<file path="src/rtl/mem_uart_initiator_if.sv">
// Request/response, transmit and receive signals of the UART memory-link initiator.
interface mem_uart_initiator_if;
  logic        req_valid;
  logic        req_we;
  logic [31:0] req_addr;
  logic [31:0] req_wdata;
  logic [3:0]  req_mask;
  logic        req_ready;
  logic        resp_valid;
  logic        resp_err;
  logic [31:0] resp_rdata;
  logic        tx_flag;
  logic [4:0]  tx_length;
  logic [71:0] tx_data;
  logic        tx_writable;
  logic        rx_flag;
  logic [4:0]  rx_length;
  logic [71:0] rx_data;
  logic        rx_readable;
  logic [7:0]  drop_cnt;

  // Initiator side
  modport master (
    input  req_valid, req_we, req_addr, req_wdata, req_mask,
    input  tx_writable, rx_length, rx_data, rx_readable,
    output req_ready, resp_valid, resp_err, resp_rdata,
    output tx_flag, tx_length, tx_data, rx_flag, drop_cnt
  );

  // Core memory port and transceiver side
  modport slave (
    output req_valid, req_we, req_addr, req_wdata, req_mask,
    output tx_writable, rx_length, rx_data, rx_readable,
    input  req_ready, resp_valid, resp_err, resp_rdata,
    input  tx_flag, tx_length, tx_data, rx_flag, drop_cnt
  );
endinterface

</file>
<file path="src/rtl/mem_uart_initiator.sv">
// Single-outstanding memory initiator: packs read/write requests into channel
// messages, waits for read responses with a timeout, drops unsolicited messages.
module mem_uart_initiator #(
  parameter int unsigned TIMEOUT = 100000
) (
  input  logic                 clk,
  input  logic                 RST,
  mem_uart_initiator_if.master bus
);
  localparam int unsigned ADDR_W = 32;
  localparam int unsigned DATA_W = 32;
  localparam int unsigned MASK_W = 4;
  localparam int unsigned LEN_W  = 5;
  localparam int unsigned MSG_W  = 72;
  localparam int unsigned CNT_W  = 32;
  localparam int unsigned DROP_W = 8;

  typedef enum logic [1:0] {IDLE, SEND, WAIT_RESP} state_e;

  state_e              state_q, state_d;
  logic                we_q, we_d;
  logic [ADDR_W-1:0]   addr_q, addr_d;
  logic [DATA_W-1:0]   wdata_q, wdata_d;
  logic [MASK_W-1:0]   mask_q, mask_d;
  logic                tx_flag_q, tx_flag_d;
  logic [LEN_W-1:0]    tx_length_q, tx_length_d;
  logic [MSG_W-1:0]    tx_data_q, tx_data_d;
  logic                rx_flag_q, rx_flag_d;
  logic                resp_valid_q, resp_valid_d;
  logic                resp_err_q, resp_err_d;
  logic [DATA_W-1:0]   resp_rdata_q, resp_rdata_d;
  logic [DROP_W-1:0]   drop_cnt_q, drop_cnt_d;
  logic [CNT_W-1:0]    cnt_q, cnt_d;
  logic                rx_take_c;

  // A message may be popped only if we did not pop on the previous cycle
  assign rx_take_c = bus.rx_readable && !rx_flag_q;

  // Next-state and registered-output logic
  always_comb begin
    state_d      = state_q;
    we_d         = we_q;
    addr_d       = addr_q;
    wdata_d      = wdata_q;
    mask_d       = mask_q;
    tx_flag_d    = 1'b0;
    tx_length_d  = tx_length_q;
    tx_data_d    = tx_data_q;
    rx_flag_d    = 1'b0;
    resp_valid_d = 1'b0;
    resp_err_d   = resp_err_q;
    resp_rdata_d = resp_rdata_q;
    drop_cnt_d   = drop_cnt_q;
    cnt_d        = cnt_q;
    unique case (state_q)
      IDLE: begin
        if (bus.req_valid) begin
          we_d    = bus.req_we;
          addr_d  = bus.req_addr;
          wdata_d = bus.req_wdata;
          mask_d  = bus.req_mask;
          state_d = SEND;
        end
        if (rx_take_c) begin
          rx_flag_d = 1'b1;
          if (drop_cnt_q != {DROP_W{1'b1}}) drop_cnt_d = drop_cnt_q + DROP_W'(1);
        end
      end
      SEND: begin
        if (bus.tx_writable) begin
          tx_flag_d = 1'b1;
          if (we_q) begin
            tx_length_d  = LEN_W'(9);
            tx_data_d    = {4'b0000, mask_q, addr_q, wdata_q};
            resp_valid_d = 1'b1;
            resp_err_d   = 1'b0;
            resp_rdata_d = '0;
            state_d      = IDLE;
          end else begin
            tx_length_d = LEN_W'(5);
            tx_data_d   = {40'd0, addr_q};
            cnt_d       = '0;
            state_d     = WAIT_RESP;
          end
        end
      end
      WAIT_RESP: begin
        if (rx_take_c) begin
          rx_flag_d    = 1'b1;
          resp_valid_d = 1'b1;
          resp_rdata_d = bus.rx_data[DATA_W-1:0];
          resp_err_d   = (bus.rx_length != LEN_W'(4));
          state_d      = IDLE;
        end else if ((TIMEOUT != 0) && (cnt_q == CNT_W'(TIMEOUT - 1))) begin
          resp_valid_d = 1'b1;
          resp_err_d   = 1'b1;
          resp_rdata_d = '0;
          state_d      = IDLE;
        end else begin
          cnt_d = cnt_q + CNT_W'(1);
        end
      end
      default: state_d = IDLE;
    endcase
  end

  // State and output registers with synchronous reset
  always_ff @(posedge clk) begin
    if (RST) begin
      state_q      <= IDLE;
      we_q         <= 1'b0;
      addr_q       <= '0;
      wdata_q      <= '0;
      mask_q       <= '0;
      tx_flag_q    <= 1'b0;
      tx_length_q  <= '0;
      tx_data_q    <= '0;
      rx_flag_q    <= 1'b0;
      resp_valid_q <= 1'b0;
      resp_err_q   <= 1'b0;
      resp_rdata_q <= '0;
      drop_cnt_q   <= '0;
      cnt_q        <= '0;
    end else begin
      state_q      <= state_d;
      we_q         <= we_d;
      addr_q       <= addr_d;
      wdata_q      <= wdata_d;
      mask_q       <= mask_d;
      tx_flag_q    <= tx_flag_d;
      tx_length_q  <= tx_length_d;
      tx_data_q    <= tx_data_d;
      rx_flag_q    <= rx_flag_d;
      resp_valid_q <= resp_valid_d;
      resp_err_q   <= resp_err_d;
      resp_rdata_q <= resp_rdata_d;
      drop_cnt_q   <= drop_cnt_d;
      cnt_q        <= cnt_d;
    end
  end

  assign bus.req_ready  = (state_q == IDLE);
  assign bus.resp_valid = resp_valid_q;
  assign bus.resp_err   = resp_err_q;
  assign bus.resp_rdata = resp_rdata_q;
  assign bus.tx_flag    = tx_flag_q;
  assign bus.tx_length  = tx_length_q;
  assign bus.tx_data    = tx_data_q;
  assign bus.rx_flag    = rx_flag_q;
  assign bus.drop_cnt   = drop_cnt_q;
endmodule

</file>
<file path="src/flat_wrapper.sv">
// flat-port wrapper written by rule: the top's interface ports become plain ports
module mem_uart_initiator_flat 
#(
  parameter int unsigned TIMEOUT = 100000
)
  (clk, RST, bus_req_valid, bus_req_we, bus_req_addr, bus_req_wdata, bus_req_mask, bus_tx_writable, bus_rx_length, bus_rx_data, bus_rx_readable, bus_req_ready, bus_resp_valid, bus_resp_err, bus_resp_rdata, bus_tx_flag, bus_tx_length, bus_tx_data, bus_rx_flag, bus_drop_cnt);
  mem_uart_initiator_if bus_i ();
  input  logic clk;
  input  logic RST;
  input wire logic [$bits(bus_i.req_valid)-1:0] bus_req_valid;
  input wire logic [$bits(bus_i.req_we)-1:0] bus_req_we;
  input wire logic [$bits(bus_i.req_addr)-1:0] bus_req_addr;
  input wire logic [$bits(bus_i.req_wdata)-1:0] bus_req_wdata;
  input wire logic [$bits(bus_i.req_mask)-1:0] bus_req_mask;
  input wire logic [$bits(bus_i.tx_writable)-1:0] bus_tx_writable;
  input wire logic [$bits(bus_i.rx_length)-1:0] bus_rx_length;
  input wire logic [$bits(bus_i.rx_data)-1:0] bus_rx_data;
  input wire logic [$bits(bus_i.rx_readable)-1:0] bus_rx_readable;
  output wire logic [$bits(bus_i.req_ready)-1:0] bus_req_ready;
  output wire logic [$bits(bus_i.resp_valid)-1:0] bus_resp_valid;
  output wire logic [$bits(bus_i.resp_err)-1:0] bus_resp_err;
  output wire logic [$bits(bus_i.resp_rdata)-1:0] bus_resp_rdata;
  output wire logic [$bits(bus_i.tx_flag)-1:0] bus_tx_flag;
  output wire logic [$bits(bus_i.tx_length)-1:0] bus_tx_length;
  output wire logic [$bits(bus_i.tx_data)-1:0] bus_tx_data;
  output wire logic [$bits(bus_i.rx_flag)-1:0] bus_rx_flag;
  output wire logic [$bits(bus_i.drop_cnt)-1:0] bus_drop_cnt;
  assign bus_i.req_valid = bus_req_valid;
  assign bus_i.req_we = bus_req_we;
  assign bus_i.req_addr = bus_req_addr;
  assign bus_i.req_wdata = bus_req_wdata;
  assign bus_i.req_mask = bus_req_mask;
  assign bus_i.tx_writable = bus_tx_writable;
  assign bus_i.rx_length = bus_rx_length;
  assign bus_i.rx_data = bus_rx_data;
  assign bus_i.rx_readable = bus_rx_readable;
  assign bus_req_ready = bus_i.req_ready;
  assign bus_resp_valid = bus_i.resp_valid;
  assign bus_resp_err = bus_i.resp_err;
  assign bus_resp_rdata = bus_i.resp_rdata;
  assign bus_tx_flag = bus_i.tx_flag;
  assign bus_tx_length = bus_i.tx_length;
  assign bus_tx_data = bus_i.tx_data;
  assign bus_rx_flag = bus_i.rx_flag;
  assign bus_drop_cnt = bus_i.drop_cnt;
  mem_uart_initiator #(.TIMEOUT(TIMEOUT)) u_core (.clk(clk), .RST(RST), .bus(bus_i));
endmodule
</file>
<file path="config.mk">
export PLATFORM = sky130hd
export DESIGN_NAME = mem_uart_initiator_flat
export DESIGN_NICKNAME = d
export VERILOG_FILES = /design/src/rtl/mem_uart_initiator_if.sv /design/src/rtl/mem_uart_initiator.sv /design/src/flat_wrapper.sv
export SDC_FILE = /design/constraint.sdc
export NUM_CORES = 1
export LEC_CHECK = 0
export ABC_AREA = 1
export CAP_MARGIN = 20
export CORE_ASPECT_RATIO = 1.75
export CORE_MARGIN = 10
export CORE_UTILIZATION = 47
export DETAILED_ROUTE_END_ITERATION = 10
export PLACE_DENSITY = 0.9
export SYNTH_ARGS = -nofsm -noshare
export SYNTH_HDL_FRONTEND = slang
export SYNTH_SLANG_ARGS = --single-unit
</file>
<file path="constraint.sdc">
create_clock -name clk -period 2.7 [get_ports clk]
set_input_delay 0.675 -clock clk [delete_from_list [all_inputs] [get_ports clk]]
set_output_delay 0.675 -clock clk [all_outputs]
set_load 0.02 [all_outputs]
</file>
==> results by stage <==
Worst setup path:
- The category of the worst setup path capture point is an output pin.
- In this run the register-to-register setup slack is 0.35 ns.
- For this run, the slowest stage of the critical path takes 0.64 ns.
- The biggest fanout along the worst timing path is 3.
- Traced cell by cell, the critical path runs through inv_1 > ha_1 > clkdlybuf4s50_1.
- The reg-to-reg critical path endpoint is u_core.bus.resp_rdata[18].
- Counting cells, the worst reg-to-reg path comes to 11.
- Among all stages on the critical path, the largest delay is contributed by clkdlybuf4s50_1.
- The critical path starts at u_core.state_q[1].
- The reg-to-reg critical path startpoint is u_core.cnt_q[0].
- The type of element launching the critical path is a flip-flop.
- At the worst endpoint, the required time is 2.03 ns.
- STA puts the critical path data arrival time at 1.77 ns.
- Following the worst setup path forward leads to its endpoint at bus_req_ready.
- The class of the most critical setup path is reg -> out.

STA:
- In the final timing run, aggregate negative setup slack is 0 ns.
- Setup repair after global routing left no endpoint under its margin.
- The actual slew at the worst max-slew pin is 0.6160 ns.
- The maximum frequency from static timing analysis is 408.5 MHz.
- In the finished design, the share of the clock period the worst path needs comes to 0.9066.
- The final max-slew violation count is 0.
- The post-route clock skew is 0.02481 ns.
- The clock period minus worst slack is 2.448 ns.
- The worst max-slew margin expressed relative to the limit is 0.5862.
- Setup violations remaining at the end of the flow were counted as 0.
- The number of hold violations in the final report is 0.
- After layout, the worst setup slack is 0.2522 ns.

Logic synthesis:
- The biggest area contributor in the post-synthesis netlist is dfxtp_1.
- The share of the Yosys chip area taken by registers is 0.4564.
- The number of distinct library cells after synthesis is 36.
- The number of instances in the synthesized netlist is 1,415.
- The Yosys step of the flow raised 0 warnings.
- The share of Yosys cell area claimed by the top area cell type is 0.4564.
- The number of enable-type register cells in the synthesized netlist is 0.
- The post-synth design cell area is 9563 sq um.
- The share of synthesized registers carrying an async set or reset is 0.
- The commonest cells after synthesis are nand2_1 (419), nor2_1 (247), dfxtp_1 (218), inv_1 (126), o21ai_0 (79).
- The most frequent cell after synthesis is nand2_1.
- The register bit count reported by yosys is 218.
- The most common flop cell mapped by yosys is dfxtp_1.
- Averaged over all synthesized cells, the footprint is 6.758 sq um.
- In the post-synthesis netlist, the biggest area contributors are dfxtp_1 (46%), nand2_1 (16%), nor2_1 (9.7%), inv_1 (4.9%), o21ai_0 (4.1%).

Floorplan:
- The row count is 69.
- The overall die width is 127.8 um.
- For this configuration, the core starts out at a cell density of 0.4734.
- 273 I/O pins were placed.
- The die is 208.7 um tall.
- The die covers 26,680 sq um.
- The placeable core region is 20,200 sq um.

Route:
- The length of the first detailed-routing pass in iterations is 5.
- The number of vias after detailed routing is 9,745.
- Once detail routing completed, the nets flagged for antenna violations numbered 0.
- The final routed DRC violation total is 0.
- The average via count per standard cell is 5.222.
- The starting DRC count in detailed routing is 529.
- Wires add up to 29,510 um.
- In the final routed layout, each cell accounts on average for 15.81 um.

Worst hold path:
- The path type of the worst min-delay path is reg -> reg.

Place:
- The count of buffers added on input and output ports is 226.
- After detailed placement, the design holds a cell count of 1,831.
- The half-perimeter wire length of the detailed placement result is 20,890 um.
- The placed instances occupy a cell area of 12,020 sq um.
- At the placement stage, the worst setup path has a slack of 0.2072 ns.
- The last weighted congestion value of the routability-driven placer is 0.9200.

GRT:
- The initial antenna violation count came to 0.
- The pin count of the biggest net entering global routing is 71.
- The total global routing track utilization is 0.2099.
- The via count of the first global-routing pass is 9,635.
- The first global-routing pass estimated 47,020 um of wire.
- The total global routing overflow is 0.

Power and ir drop:
- Across the VDD grid, the largest voltage drop is 0.8325 mV.
- The static leakage is 4.973 nW.
- For this design the ratio of total power to cell area is 761.1 nW/um^2.

Layout:
- The summed area of non-filler cells in the final layout is 12,790 sq um.
- After the last flow step, the layout net total stands at 1,761.
- The filler-free cell count of the finished design is 1,866.
- The end-of-flow core utilization is 0.6332.
- The number of inserted diodes is 0.
- The area of all sequential standard cells is 4364 sq um.
- The area growth from synthesis to layout is 33.77%.
- The number of fill cells is 1,714.
- The share of final-layout standard cells stronger than drive strength 1 is 0.04697.
- The total area of multi-input combinational cells is 4354 sq um.

Clock tree:
- In this run, post-CTS repair resized a total of 0 instances.
- The clock passes through at most 3 buffers.
- The cts-stage hold buffer count is 0.
- TritonCTS created 20 clock buffers.
- The clock insertion delay at the later pin of the skew report is 0.51 ns.
- Clock-pin slew was measured on the worst setup and hold paths at 0.07 ns.
- The TritonCTS clock tree is built.
- The tree is rooted in a clkbuf_16.
- The number of levels in the clock H-tree is 1.
- After clock tree synthesis, the setup repair step added 0 buffers.
- The TritonCTS sink count is 218.

Status:
- The run finished with clean final reports.

Flow run:
- Across the run, the number of max-cap violations was 0.
-- cell families (layout without fill, tap and decap cells) --
family                     count (synthesis)  after routing  share of synthesized area
adders and majority gates                  5              5                   0.006542
AOI/OAI and AO/OA                        190            190                     0.1056
xor gates and xnor gates                  10             10                   0.009158
and+or+nand+nor                          775            775                     0.3297
buffers and inverters                    216            414                    0.09224
other                                      1              6                  0.0003921
DFF                                      218            218                     0.4564
-- final cells by class --
type	count	area share
Clock buffer	25	0.04294
Clock inverter	10	0.01712
Inverter	130	0.03815
Multi-Input combinational cell	986	0.3404
Sequential cell	218	0.3412
Tap cell	248	0.02426
Timing Repair Buffer	249	0.1960
-- per-layer routing --
metal / vias to the layer above / wire, um / GRT usage
met4: 0 / 1609 / 0.1169
met1: 4494 / 10460 / 0.2072
met3: 94 / 1893 / 0.04714
li1: 4821 / - / -
met2: 336 / 15540 / 0.3879
met5: - / 0 / 0
-- through the flow --
step | hold slack (ns) | total power [mW]
final | 0.4643 | 9.737
after global routing | 0.4777 | 10.26
after CTS | 0.4630 | 9.820
after detailed placement | 0.4548 | 6.500
after global placement | 0.4435 | 6.420
after floorplan | 0.4414 | 5.496
-- how the worst min path moves through the flow --
stage	from	end	slack (ns)	cells after the start
5_1_grt	u_core.bus.tx_data[40]	u_core.bus.tx_data[40]	0.48	2
3_3_place_gp	u_core.bus.tx_length[0]	u_core.bus.tx_length[0]	0.44	2
2_1_floorplan	u_core.mask_q[0]	u_core.bus.tx_data[64]	0.44	2
4_1_cts	u_core.wdata_q[7]	u_core.bus.tx_data[7]	0.46	2
6_report	u_core.bus.tx_data[45]	u_core.bus.tx_data[45]	0.46	2
3_5_place_dp	u_core.bus.tx_length[0]	u_core.bus.tx_length[0]	0.45	2
-- worst max-delay path: cells and delay by family (launching register included) --
kind | cells | cell delay, ns
adders and majority gates | 1 | 0.22
buffers and inverters | 2 | 0.73
DFF | 1 | 0.31
-- where the power goes --
part	internal, mW	switching [mW]
Combinational	1.06	1.57
Clock	2.03	1.25
Sequential	3.61	0.225
-- state kept, by name, indices dropped and copies added, names as in the netlist --
name                   cells
u_core.bus.tx_data        68
u_core.addr_q             32
u_core.bus.resp_rdata     32
u_core.cnt_q              32
u_core.wdata_q            32
u_core.bus.drop_cnt        8
u_core.mask_q              4
u_core.bus.tx_length       3
u_core.state_q             2
u_core.bus.resp_err        1
u_core.bus.resp_valid      1
u_core.bus.rx_flag         1
u_core.bus.tx_flag         1
u_core.we_q                1
-- placed cells by master (no fill, tap or decap), types with 6 or more instances in the layout --
cell / n
conb_1: 6
clkbuf_16: 20
a21oi_1: 70
buf_4: 18
nand4_1: 40
nand2_1: 417
a31oi_1: 34
xor2_1: 10
nand3_1: 40
bufinv_16: 6
buf_12: 6
nor2_1: 245
inv_1: 125
o21ai_0: 79
dfxtp_1: 218
nor3_1: 16
clkdlybuf4s50_1: 225
Note: power is estimated with default switching activity, not from simulation.
